<file path="src/rtl/sram_fifo_ctrl_128x36_pkg.sv">
// Shared constants and payload bundle for the 128x36 SRAM FIFO controller and
// sibling macro wrappers.
package sram_fifo_ctrl_128x36_pkg;

   localparam int unsigned WIDTH  = 36;
   localparam int unsigned DEPTH  = 128;
   localparam int unsigned ADDR_W = 7;
   localparam int unsigned STAGE  = 2;
   localparam int unsigned CNT_W  = 8;

   typedef struct packed {
      logic             valid;
      logic [WIDTH-1:0] bits;
   } fifo_beat_t;

endpackage

</file>
<file path="src/rtl/sram_fifo_stage2.sv">
// Two-entry output staging buffer: head feeds the consumer, tail absorbs one
// extra word so an SRAM read can be in flight while the head is held.
module sram_fifo_stage2
   import sram_fifo_ctrl_128x36_pkg::*;
(
   input  logic             i_clk,
   input  logic             i_rst_n,
   input  logic             i_push,
   input  logic [WIDTH-1:0] i_push_data,
   input  logic             i_pop,
   output logic             o_valid,
   output logic [WIDTH-1:0] o_head,
   output logic [1:0]       o_cnt
);

   logic [WIDTH-1:0] r_head;
   logic [WIDTH-1:0] r_tail;
   logic [1:0]       r_cnt;

   logic w_full;
   assign w_full = (r_cnt == 2'(STAGE));

   // Pop shifts tail to head; a same-cycle push lands in the freed slot.
   always_ff @(posedge i_clk) begin
      if (!i_rst_n) begin
         r_head <= '0;
         r_tail <= '0;
         r_cnt  <= '0;
      end else begin
         r_cnt <= r_cnt + 2'(i_push) - 2'(i_pop);
         if (i_pop && w_full)
            r_head <= r_tail;
         else if (i_push && ((r_cnt == 2'd0) || (i_pop && r_cnt == 2'd1)))
            r_head <= i_push_data;
         if (i_push && ((r_cnt == 2'd1 && !i_pop) || (w_full && i_pop)))
            r_tail <= i_push_data;
      end
   end

   assign o_valid = (r_cnt != 2'd0);
   assign o_head  = r_head;
   assign o_cnt   = r_cnt;

   a_stage_overflow: assert property (@(posedge i_clk) disable iff (!i_rst_n)
      !(i_push && !i_pop && w_full));

   a_stage_underflow: assert property (@(posedge i_clk) disable iff (!i_rst_n)
      !(i_pop && r_cnt == 2'd0));

endmodule

</file>
<file path="src/rtl/sram_fifo_ctrl_128x36.sv">
// Ready/valid FIFO over a 128x36 single-port SRAM: pointer/arbitration logic,
// empty-queue bypass and a 2-entry staging buffer hiding the 1-cycle read.
module sram_fifo_ctrl_128x36
   import sram_fifo_ctrl_128x36_pkg::*;
(
   input  logic              clock,
   input  logic              reset,
   input  logic              enq_valid,
   output logic              enq_ready,
   input  logic [WIDTH-1:0]  enq_bits,
   output logic              deq_valid,
   input  logic              deq_ready,
   output logic [WIDTH-1:0]  deq_bits,
   output logic [CNT_W-1:0]  count,
   output logic [ADDR_W-1:0] sram_addr,
   output logic              sram_en,
   output logic              sram_wmode,
   output logic [WIDTH-1:0]  sram_wdata,
   input  logic [WIDTH-1:0]  sram_rdata
);

   logic [ADDR_W-1:0] r_wr_ptr;
   logic [ADDR_W-1:0] r_rd_ptr;
   logic [CNT_W-1:0]  r_sram_cnt;
   logic [CNT_W-1:0]  r_count;
   logic              r_inflight;
   logic              r_prio_rd;

   logic       w_deq_fire;
   logic       w_enq_fire;
   logic [1:0] w_stage_cnt;
   logic [2:0] w_occ;
   logic       w_room;
   logic       w_sram_empty;
   logic       w_sram_full;
   logic       w_bypass_ok;
   logic       w_want_rd;
   logic       w_want_wr;
   logic       w_grant_rd;
   logic       w_wr_issue;
   fifo_beat_t w_push;

   assign w_deq_fire   = deq_valid & deq_ready;
   assign w_occ        = 3'(w_stage_cnt) + 3'(r_inflight) - 3'(w_deq_fire);
   assign w_room       = (w_occ < 3'd2);
   assign w_sram_empty = (r_sram_cnt == '0);
   assign w_sram_full  = (r_sram_cnt == CNT_W'(DEPTH));

   assign w_bypass_ok = w_sram_empty & ~r_inflight & w_room;
   assign w_want_rd   = ~w_sram_empty & w_room;
   assign w_want_wr   = enq_valid & ~w_sram_full & ~w_bypass_ok;

   // Reads yield only to a write that can actually issue, so a producer
   // stalled on a full SRAM never blocks the drain path.
   assign w_grant_rd = w_want_rd & (r_prio_rd | ~w_want_wr);
   assign enq_ready  = w_bypass_ok | (~w_sram_full & ~(w_want_rd & r_prio_rd));
   assign w_enq_fire = enq_valid & enq_ready;
   assign w_wr_issue = w_enq_fire & ~w_bypass_ok;

   // Capture and bypass are exclusive: bypass requires no read in flight.
   assign w_push.valid = r_inflight | (w_enq_fire & w_bypass_ok);
   assign w_push.bits  = r_inflight ? sram_rdata : enq_bits;

   always_comb begin
      sram_en    = 1'b0;
      sram_wmode = 1'b0;
      sram_addr  = '0;
      sram_wdata = '0;
      if (w_grant_rd) begin
         sram_en   = 1'b1;
         sram_addr = r_rd_ptr;
      end else if (w_wr_issue) begin
         sram_en    = 1'b1;
         sram_wmode = 1'b1;
         sram_addr  = r_wr_ptr;
         sram_wdata = enq_bits;
      end
   end

   always_ff @(posedge clock) begin
      if (!reset) begin
         r_wr_ptr   <= '0;
         r_rd_ptr   <= '0;
         r_sram_cnt <= '0;
         r_count    <= '0;
         r_inflight <= 1'b0;
         r_prio_rd  <= 1'b0;
      end else begin
         if (w_grant_rd) r_rd_ptr <= r_rd_ptr + ADDR_W'(1);
         if (w_wr_issue) r_wr_ptr <= r_wr_ptr + ADDR_W'(1);
         r_sram_cnt <= r_sram_cnt + CNT_W'(w_wr_issue) - CNT_W'(w_grant_rd);
         r_count    <= r_count + CNT_W'(w_enq_fire) - CNT_W'(w_deq_fire);
         r_inflight <= w_grant_rd;
         if (w_want_rd && w_want_wr) r_prio_rd <= ~r_prio_rd;
      end
   end

   assign count = r_count;

   sram_fifo_stage2 u_stage (
      .i_clk       (clock),
      .i_rst_n     (reset),
      .i_push      (w_push.valid),
      .i_push_data (w_push.bits),
      .i_pop       (w_deq_fire),
      .o_valid     (deq_valid),
      .o_head      (deq_bits),
      .o_cnt       (w_stage_cnt)
   );

endmodule
</file>
<file path="config.mk">
export PLATFORM = sky130hd
export DESIGN_NAME = sram_fifo_ctrl_128x36
export DESIGN_NICKNAME = d
export VERILOG_FILES = /design/src/rtl/sram_fifo_ctrl_128x36_pkg.sv /design/src/rtl/sram_fifo_stage2.sv /design/src/rtl/sram_fifo_ctrl_128x36.sv
export SDC_FILE = /design/constraint.sdc
export NUM_CORES = 1
export LEC_CHECK = 0
export CAP_MARGIN = 20
export CORE_MARGIN = 2
export CORE_UTILIZATION = 50
export DETAILED_ROUTE_END_ITERATION = 16
export PLACE_DENSITY = 0.82
export SLEW_MARGIN = 20
export SYNTH_ARGS = -nofsm -noshare
export SYNTH_HDL_FRONTEND = slang
export SYNTH_SLANG_ARGS = --single-unit
</file>
<file path="constraint.sdc">
create_clock -name clock -period 5.8 [get_ports clock]
set_clock_uncertainty 0.1 [all_clocks]
set_input_delay 1.16 -clock clock [delete_from_list [all_inputs] [get_ports clock]]
set_output_delay 1.16 -clock clock [all_outputs]
set_load 0.02 [all_outputs]
</file>
==> metrics.txt, run 1 <==
crit path cell chain clkdlybuf4s50_1 > and2_1 > ha_1 > nand2b_1 > fa_1 > xnor2_1 > nand2_1 > o31a_2 > inv_1 > ha_1 > inv_1 > clkdlybuf4s50_1; PD cells 448 mW/mm^2; syn_area_per_cell 8.69 um^2; H-Tree Depth 3; clock latency at the later pin of the worst-skew pair 350 ps; Yosys top cell area share 31.9%; flops & latches, synth 106; Layout Nets 995; Setup crit start kind input pin; gr usage total 25.1%; ys async rst share 0%; starting density of the core 50.7%; Placement Setup Slack 223 ps; pin count of the biggest net entering global routing around 110; cts repair resizes 0; Synth Warn # 0; Placed Area 0.00834 mm^2; Inserted Diodes 0; first-pass GRT wire length 29200 um; Final Max Slew Viols 0; Critical Path Max Stage Delay 520 ps; DRC Markers 0; vias in the first global route 5940; clk root buf clkbuf_16; Routed WL 17700 um; Core Area approximately 0.013 mm^2; Worst Max-Slew Pin Slew around 1000 ps; synthesized instance count 766; crit path capture type primary output; Slew headroom 31.5%; Vias 6217; Post-Syn Nets 872; setup bufs post-CTS 0; # port buffers 166; DR WL/cell 16.5 um; Worst Slack Setup Final 239 ps; Critical-path top delay cell clkdlybuf4s50_1; DRT antenna net count 0; most area-consuming cells after synthesis dfxtp_1 32%, mux2i_1 6.8%, o211a_1 5.6%; CP arrival 4300 ps; Hold WC Path Type flip-flop to flip-flop; Die X 119 um; ys flop type dfxtp_1; CTS tree done; fraction of final layout cells with drive strength greater than 1 5.03%; post-layout min period 5560 ps; Initial DRC Count 440; register area approximately 0.0021 mm^2; CTS Sinks 106; Final Cell Area 0.00866 mm^2; final period utilization 95.9%; Die H 119 um; die area 0.0143 mm^2; Setup TNS 0 ps; synthesized cell area 0.00666 mm^2; Achievable Freq 0.180 GHz; Distinct cells, synth 55; grt total ovfl 0; Layout area overhead 30.2%; Crit Path Category input pin to primary output; number of synthesized flops with an enable pin 0; initial antenna violation count 0; Final Hold Viols 0; num ports between 150 and 200; Worst Path Required 4540 ps; vias per cell 5.81; Crit Path Max Fanout 15; clock buffer depth 2; hpwl dp about 12000 um; FILL cells 1144; DR pass1 iterations 5; status complete, no violations; post-synth top area cell dfxtp_1; RePlAce Congestion 0.828; Final Setup Violations 0; P_leak between 3 and 4 nW; Post-CTS Hold Buffers 0; row cnt 42; maximum VDD drop 0.000229 V; Worst-path clk slew about 70 ps; Multi-input gate area 0.00410 mm^2; CTS Buf Count 9; # Max-Cap Violations 0; RSZ-0062 raised after global routing false; sequential share of the synthesized area 31.9%
==> power by group <==
part | switching [mW] | internal, mW | leakage [nW]
sequential | 0.112 | 0.915 | 0.866
combinational | 1.19 | 1.01 | 2.67
clock | 0.287 | 0.375 | 0.160
==> final cells by class <==
| cell class | count | area share, % |
|---|---|---|
| tap | 176 | 2.54 |
| sequential | 106 | 24.6 |
| clock buffer | 12 | 3.08 |
| clock inverter | 4 | 0.650 |
| timing repair buffer | 180 | 20.5 |
| multi-input combinational | 561 | 47.3 |
| inverter | 31 | 1.34 |
==> Yosys cell counts (2+ instances only) <==
cell and instances:
a21boi_0 2, a21o_1 7, a21oi_1 12, a22o_1 7, a2bb2oi_1 36, and2_1 52, and2_4 3, and3_1 6
buf_1 4, buf_2 14, buf_6 8, clkbuf_1 42, dfxtp_1 106, fa_1 3, ha_1 27, inv_1 31
mux2i_1 45, nand2_1 90, nand2b_1 12, nand3_1 43, nand3b_1 4, nand4_1 3, nor2_1 5, nor2b_1 2
nor3_1 4, nor4_1 2, nor4b_1 2, o211a_1 37, o211ai_1 2, o21a_1 2, o21ai_0 41, o22a_1 36
o2bb2ai_1 36, o31ai_1 4, or3_1 4, or4_1 2, xnor2_1 7, xor2_1 6
==> layout by cell type (no fill, tap or decap), types with 3 or more instances in the layout <==
master / netlist / routed
clkdlybuf4s50_1: 0 / 165
dfxtp_1: 106 / 103
nand2_1: 90 / 90
and2_1: 52 / 52
mux2i_1: 45 / 45
nand3_1: 43 / 43
o21ai_0: 41 / 41
o211a_1: 37 / 37
a2bb2oi_1: 36 / 36
o22a_1: 36 / 36
o2bb2ai_1: 36 / 36
inv_1: 31 / 31
ha_1: 27 / 27
buf_4: 0 / 14
a21oi_1: 12 / 12
nand2b_1: 12 / 11
clkbuf_16: 0 / 9
xnor2_1: 7 / 7
a21o_1: 7 / 7
a22o_1: 7 / 7
and3_1: 6 / 6
xor2_1: 6 / 6
nor2_1: 5 / 5
nor3_1: 4 / 4
o31ai_1: 4 / 4
or3_1: 4 / 4
nand3b_1: 4 / 4
nand4_1: 3 / 3
and2_4: 3 / 3
fa_1: 3 / 3
clkbuf_8: 0 / 3
==> critical path, delay by kind of cell <==
kind	cells	cell delay [ps]
adders and majority gates	3	810
xor gates and xnor gates	1	220
and+or+nand+nor	3	410
buffers and inverters	4	1230
AOI/OAI and AO/OA	1	480
==> stage by stage <==
stage / utilization (%) / std cells / hold WS (ps) / power (mW)
2_1_floorplan: - / 766 / 346 / 2.51
3_3_place_gp: 63.5 / 1054 / 347 / 3.18
3_5_place_dp: 63.5 / 1054 / 353 / 3.22
4_1_cts: 66.0 / 1070 / 363 / 3.89
5_1_grt: 66.0 / 1070 / 382 / 4.15
6_report: 66.0 / 1070 / 359 / 3.88
==> final timing paths <==
kind,from,endpoint,slack [ps],cells past startpoint
setup reg to reg,u_stage.o_cnt[0]$_SDFF_PN0_,r_sram_cnt[6]$_SDFF_PN0_,1070,18
hold / removal,u_stage.o_head[33]$_SDFFE_PN0P_,u_stage.o_head[33]$_SDFFE_PN0P_,360,2
hold reg to reg,u_stage.o_head[33]$_SDFFE_PN0P_,u_stage.o_head[33]$_SDFFE_PN0P_,360,2
setup / recovery,deq_ready,sram_en,240,12
==> per-layer routing <==
layer / vias to the layer above / routed length, um / share of wire (%) / GRT usage [%]
li1: 3039 / - / - / -
met1: 2956 / 8080 / 46 / 32.5
met2: 189 / 8160 / 46 / 41.6
met3: 33 / 889 / 5.0 / 3.59
met4: 0 / 530 / 3.0 / 11.3
met5: - / 0 / 0 / 0
==> cells by family after synthesis <==
family	Yosys count	synth area share, %
AOI/OAI and AO/OA	232	28.1
xor gates and xnor gates	13	1.71
adders and majority gates	30	5.98
buffers and inverters	99	6.75
DFF	106	31.9
muxes	45	6.77
and+or+nand+nor	241	18.8
==> flip-flops by register name (all words and copies together) (netlist names) <==
register and count:
u_stage.o_cnt 2, r_sram_cnt 8, count 8, r_rd_ptr 7, u_stage.r_tail 36, u_stage.o_head 36
r_inflight 1, r_wr_ptr 7, r_prio_rd 1
Note: power is estimated with default switching activity, not from simulation.
==> inputs of run 2 (changes only) <==
--- a/config.mk
+++ b/config.mk
@@ -10,6 +10,7 @@
 export CORE_UTILIZATION = 50
 export DETAILED_ROUTE_END_ITERATION = 16
 export PLACE_DENSITY = 0.82
+export REMOVE_ABC_BUFFERS = 1
 export SLEW_MARGIN = 20
 export SYNTH_ARGS = -nofsm -noshare
 export SYNTH_HDL_FRONTEND = slang
==> run 2 against run 1 <==
  * Sequential cell count unchanged
  * Global-route usage is 0.34 points lower
  * Largest power group unchanged
  * Hold slack got worse by 0.62 ps
  * First-iteration DRC count shrank 9.8%
  * Count of clock-buffer cells in the layout down 3
  * Wire length down 1.8%
  * Highest routed layer unchanged
==> metrics.txt, run 2 (same netlist as run 1, synthesis figures left out) <==
CTS Buf Count 9 (unchanged); maximum VDD drop 0.000190 V (-17%); Hold EP u_stage.o_head[16]$_SDFFE_PN0P_; Critical-path top delay cell clkdlybuf4s50_1; clock buffer depth 2 (unchanged); DR WL/cell 16.2 um (-1.9%); post-layout util 66.0% (about the same); hold depth 2 (unchanged); Post-CTS Hold Buffers 0 (unchanged); clk root buf clkbuf_16; register area 0.00213 mm^2 (unchanged); # port buffers 166 (unchanged); CP arrival 4390 ps (+90 ps); DR pass1 iterations 4 (-1); crit path capture type primary output; Die X 119 um (unchanged); worst r2r path cells 18 (unchanged); RePlAce Congestion 0.845 (+2.1%); P_leak 3.70 nW (about the same); gr usage total 24.8% (-0.34 points); Worst Max-Slew Pin Slew 1020 ps (-12.3 ps); Achievable Freq 0.177 GHz (-1.6%); CTS Sinks 106 (unchanged); num ports 167 (unchanged); most frequent cells in the layout 165 x clkdlybuf4s50_1, 103 x dfxtp_1, 90 x nand2_1; DRT antenna net count 0 (unchanged); Layout Nets 996 (+0.10%); die area 0.0143 mm^2 (unchanged); Worst Path Required 4540 ps (about the same); H-Tree Depth 3 (unchanged); clock latency at the later pin of the worst-skew pair 360 ps (about the same); worst r2r dst r_sram_cnt[6]$_SDFF_PN0_; CTS tree done; Layout area overhead 30.3% (about the same); post-layout min period 5650 ps (+89.2 ps); row cnt 42 (unchanged); Core Area 0.0131 mm^2 (unchanged); PD cells 446 mW/mm^2 (-0.54%); RSZ-0062 raised after global routing false; Slew headroom 32.3% (+0.82 points); Vias 6111 (-1.7%); FILL cells 1105 (-3.4%); fraction of final layout cells with drive strength greater than 1 5.14% (+0.11 points); r2r setup slk 1100 ps (+30 ps); reg-to-reg startpoint u_stage.o_cnt[0]$_SDFF_PN0_; Worst-path clk slew 80 ps (about the same); Final Cell Area 0.00867 mm^2 (about the same); crit path buf inv count 3 (-1); hpwl dp 11200 um (-3.1%); most common cell after layout, fill and taps aside clkdlybuf4s50_1; DRC Markers 0 (unchanged); crit path cell chain clkdlybuf4s50_1 > and2_1 > ha_1 > nand2b_1 > fa_1 > xnor2_1 > nand2_1 > o31a_2 > buf_4 > and2_1 > clkdlybuf4s50_1; Hold WC Path Type flip-flop to flip-flop; Initial DRC Count 397 (-9.8%); Setup crit start kind input pin; pin count of the biggest net entering global routing 78 (-26%); cts repair resizes 0 (unchanged); setup bufs post-CTS 0 (unchanged); Placed Area 0.00836 mm^2 (+0.24%); Crit Path Max Fanout 12 (-3); Final Setup Violations 0 (unchanged); Hold WS 358 ps (-0.622 ps); Die H 119 um (unchanged); first-pass GRT wire length 29000 um (-0.88%); Critical Path Max Stage Delay 540 ps (+20 ps); Routed WL 17300 um (-1.8%); initial antenna violation count 0 (unchanged); vias in the first global route 5859 (-1.4%); status complete, no violations; Multi-input gate area 0.00410 mm^2 (unchanged); Inserted Diodes 0 (unchanged); starting density of the core 50.7% (unchanged); final period utilization 97.4% (+1.5 points); min-delay src u_stage.o_head[16]$_SDFFE_PN0P_; Final Hold Viols 0 (unchanged); Crit Path Category input pin to primary output; grt total ovfl 0 (unchanged); Final Max Slew Viols 0 (unchanged); crit-path leading delay family buffers and inverters; vias per cell 5.71 (-1.8%); # Max-Cap Violations 0 (unchanged)
[run 2: how the worst max path moves through the flow]
| stage | slack, ps | start | depth (start not counted) | endpoint |
|---|---|---|---|---|
| after floorplan | -30 | r_inflight$_SDFF_PN0_ | 15 | r_sram_cnt[6]$_SDFF_PN0_ |
| after global placement | 220 | deq_ready | 12 | sram_en |
| after detailed placement | 180 | deq_ready | 11 | sram_wdata[12] |
| after CTS | 160 | deq_ready | 11 | sram_wdata[12] |
| after global routing | 10 | deq_ready | 12 | sram_en |
| final | 150 | deq_ready | 11 | sram_wdata[12] |
[run 2: where the power goes]
group	internal (mW)	total [mW]	switching [mW]
clock network	0.344	0.647	0.304
logic	1.02	2.19	1.18
registers	0.915	1.02	0.109
total	2.28	3.87	1.59
[run 2: worst reg2reg max path, cell delays in order (launching register included)]
cell,delay (ps)
dfxtp_2,330
buf_4,430
inv_1,150
ha_1,310
nand2b_1,150
fa_1,410
xnor2_1,220
nand2_1,100
o31a_2,480
ha_1,340
inv_1,60
ha_1,150
inv_1,50
fa_1,370
nand2b_1,170
a21oi_1,200
o21a_1,180
nor3_1,60
or3_1,340
[run 2: through the flow]
step	setup slack, ps	TNS, ps	power, mW	instances
2_1_floorplan	-29.6	-29.6	2.43	698
3_3_place_gp	217	0	3.20	1055
3_5_place_dp	178	0	3.24	1055
4_1_cts	159	0	3.89	1071
5_1_grt	10.3	0	4.16	1071
6_report	149	0	3.87	1071
[run 2: per-layer routing]
metal / GRT usage, % / vias up / share of wire (%)
li1: - / 3042 / -
met1: 32.4 / 2901 / 45
met2: 40.6 / 148 / 47
met3: 6.23 / 20 / 5.9
met4: 6.91 / 0 / 1.4
met5: 0 / - / 0
[run 2: final cells by class]
type,count,area share [%]
multi-input combinational,561,47.3
sequential,106,24.5
timing repair buffer,181,20.7
clock buffer,9,2.60
tap,176,2.54
inverter,31,1.34
clock inverter,7,0.967
==> inputs of run 3 (changes only) <==
--- a/config.mk
+++ b/config.mk
@@ -9,6 +9,7 @@
 export CORE_MARGIN = 2
 export CORE_UTILIZATION = 50
 export DETAILED_ROUTE_END_ITERATION = 16
+export MAX_ROUTING_LAYER = met4
 export PLACE_DENSITY = 0.82
 export REMOVE_ABC_BUFFERS = 1
 export SLEW_MARGIN = 20
==> run 3 against run 2 <==
  * Final cell count stayed put
  * Worst setup slack worse by 1.2 ps
  * Sequential cell count stayed put
  * Design area stayed put
  * Highest routed layer unchanged
  * Maximum frequency hardly changed
  * Largest cell class unchanged
  * Global-route usage is 0.72 points higher
  * Power hardly changed
  * Clock power hardly changed
  * Via count is 0.21% higher
  * Critical path depth stayed put
  * Wire length hardly changed
==> metrics.txt, run 3 (same netlist as run 1, synthesis figures left out) <==
crit path cell chain clkdlybuf4s50_1 > and2_1 > ha_1 > nand2b_1 > fa_1 > xnor2_1 > nand2_1 > o31a_2 > buf_4 > and2_1 > clkdlybuf4s50_1; Worst-path clk slew 80 ps (about the same); post-layout min period 5650 ps (+1.25 ps); vias per cell 5.72 (+0.21%); routing usage on met1 32.6% (+0.18 points); crit path capture type primary output; Critical Path Max Stage Delay 540 ps (about the same); Final Cell Area 0.00867 mm^2 (unchanged); P_leak 3.70 nW (unchanged); die area 0.0143 mm^2 (unchanged); CP arrival 4390 ps (about the same); H-Tree Depth 3 (unchanged); setup bufs post-CTS 0 (unchanged); first-pass GRT wire length 29000 um (about the same); Die H 119 um (unchanged); grt total ovfl 0 (unchanged); Routed WL 17400 um (about the same); Critical-path top delay cell clkdlybuf4s50_1; Vias 6124 (+0.21%); worst r2r dst r_sram_cnt[6]$_SDFF_PN0_; Layout area overhead 30.3% (unchanged); PD cells 446 mW/mm^2 (about the same); clock buffer depth 2 (unchanged); M3 GR Usage 5.94% (-0.29 points); # port buffers 166 (unchanged); Most Used Layer, Global Route met2; DRC Markers 0 (unchanged); min-delay src u_stage.o_head[16]$_SDFFE_PN0P_; post-layout util 66.0% (unchanged); final period utilization 97.4% (about the same); CTS tree done; clk root buf clkbuf_16; fraction of final layout cells with drive strength greater than 1 5.14% (unchanged); Worst Max-Slew Pin Slew 1020 ps (+5.13 ps); CTS Buf Count 9 (unchanged); FILL cells 1105 (unchanged); Crit Path Category input pin to primary output; Hold WC Path Type flip-flop to flip-flop; Crit Path Max Fanout 12 (unchanged); num ports 167 (unchanged); hold depth 2 (unchanged); status complete, no violations; initial antenna violation count 0 (unchanged); # Max-Cap Violations 0 (unchanged); Final Hold Viols 0 (unchanged); row cnt 42 (unchanged); Core Area 0.0131 mm^2 (unchanged); Layout Nets 996 (unchanged); r2r setup slk 1090 ps (about the same); DRT antenna net count 0 (unchanged); hpwl dp 11200 um (unchanged); Hold EP u_stage.o_head[16]$_SDFFE_PN0P_; vias in the first global route 5845 (-0.24%); Achievable Freq 0.177 GHz (about the same); starting density of the core 50.7% (unchanged); clock latency at the later pin of the worst-skew pair 360 ps (about the same); Slew headroom 32.0% (-0.34 points); Setup crit start kind input pin; Multi-input gate area 0.00410 mm^2 (unchanged); cts repair resizes 0 (unchanged); most common cell after layout, fill and taps aside clkdlybuf4s50_1; DR pass1 iterations 5 (+1); Final Setup Violations 0 (unchanged); worst r2r path cells 18 (unchanged); Final Max Slew Viols 0 (unchanged); RePlAce Congestion 0.859 (+1.6%); Post-CTS Hold Buffers 0 (unchanged); register area 0.00213 mm^2 (unchanged); reg-to-reg startpoint u_stage.o_cnt[0]$_SDFF_PN0_; met2 Resource Use GR 40.7% (+0.072 points); most frequent cells in the layout 165 x clkdlybuf4s50_1, 103 x dfxtp_1, 90 x nand2_1; Inserted Diodes 0 (unchanged); DR WL/cell 16.2 um (about the same); Die X 119 um (unchanged); pin count of the biggest net entering global routing 78 (unchanged); RSZ-0062 raised after global routing false; Initial DRC Count 395 (-0.50%); maximum VDD drop 0.000189 V (-0.20%); Worst Path Required 4540 ps (about the same); Placed Area 0.00836 mm^2 (unchanged); CTS Sinks 106 (unchanged); gr usage total 25.5% (+0.72 points)
run 3: cell counts in the layout (fill, tap and decap cells not counted):
No cell type changed its count.
run 3: routing by layer:
metal	part of all wire, %	up-vias
li1	-	3046
met1	45	2882
met2	47	177
met3	6.4	19
met4	1.4	0
met5	0	-
run 3: how the worst max path moves through the flow:
stage                                     start                       end  slack (ps)
after floorplan           r_inflight$_SDFF_PN0_  r_sram_cnt[6]$_SDFF_PN0_         -30
after global placement                deq_ready                   sram_en         220
after detailed placement              deq_ready            sram_wdata[12]         180
after CTS                             deq_ready            sram_wdata[12]         160
after global routing                  deq_ready                   sram_en          10
final                                 deq_ready            sram_wdata[12]         150
run 3: cell type report:
type / count / share of cell area (%)
clock buffers: 9 / 2.60
clock inverters: 7 / 0.967
inverters: 31 / 1.34
multi-input cells: 561 / 47.3
flip-flops and latches: 106 / 24.5
well taps: 176 / 2.54
repair buffers: 181 / 20.7
run 3: stage by stage:
stage	hold WS (ps)	setup WS, ps	total power, mW	TNS (ps)	cells
after floorplan	346	-29.6	2.43	-29.6	698
after global placement	345	217	3.20	0	1055
after global routing	379	10.3	4.16	0	1071
after CTS	363	159	3.89	0	1071
final	361	148	3.87	0	1071
after detailed placement	350	178	3.24	0	1055
run 3: power breakdown:
part,internal [mW],switching (mW),leakage (nW),total (mW)
Sequential,0.915,0.110,0.866,1.02
Clock,0.344,0.304,0.149,0.647
Combinational,1.02,1.18,2.68,2.19
Total,2.28,1.59,3.70,3.87
run 3: critical path, delay by kind of cell:
kind	cells	cell delay [ps]
AO/OA/AOI/OAI	1	480
adder cells (fa/ha/maj)	2	650
AND/OR/NAND/NOR	4	610
XOR/XNOR	1	220
buffers and inverters	3	1260
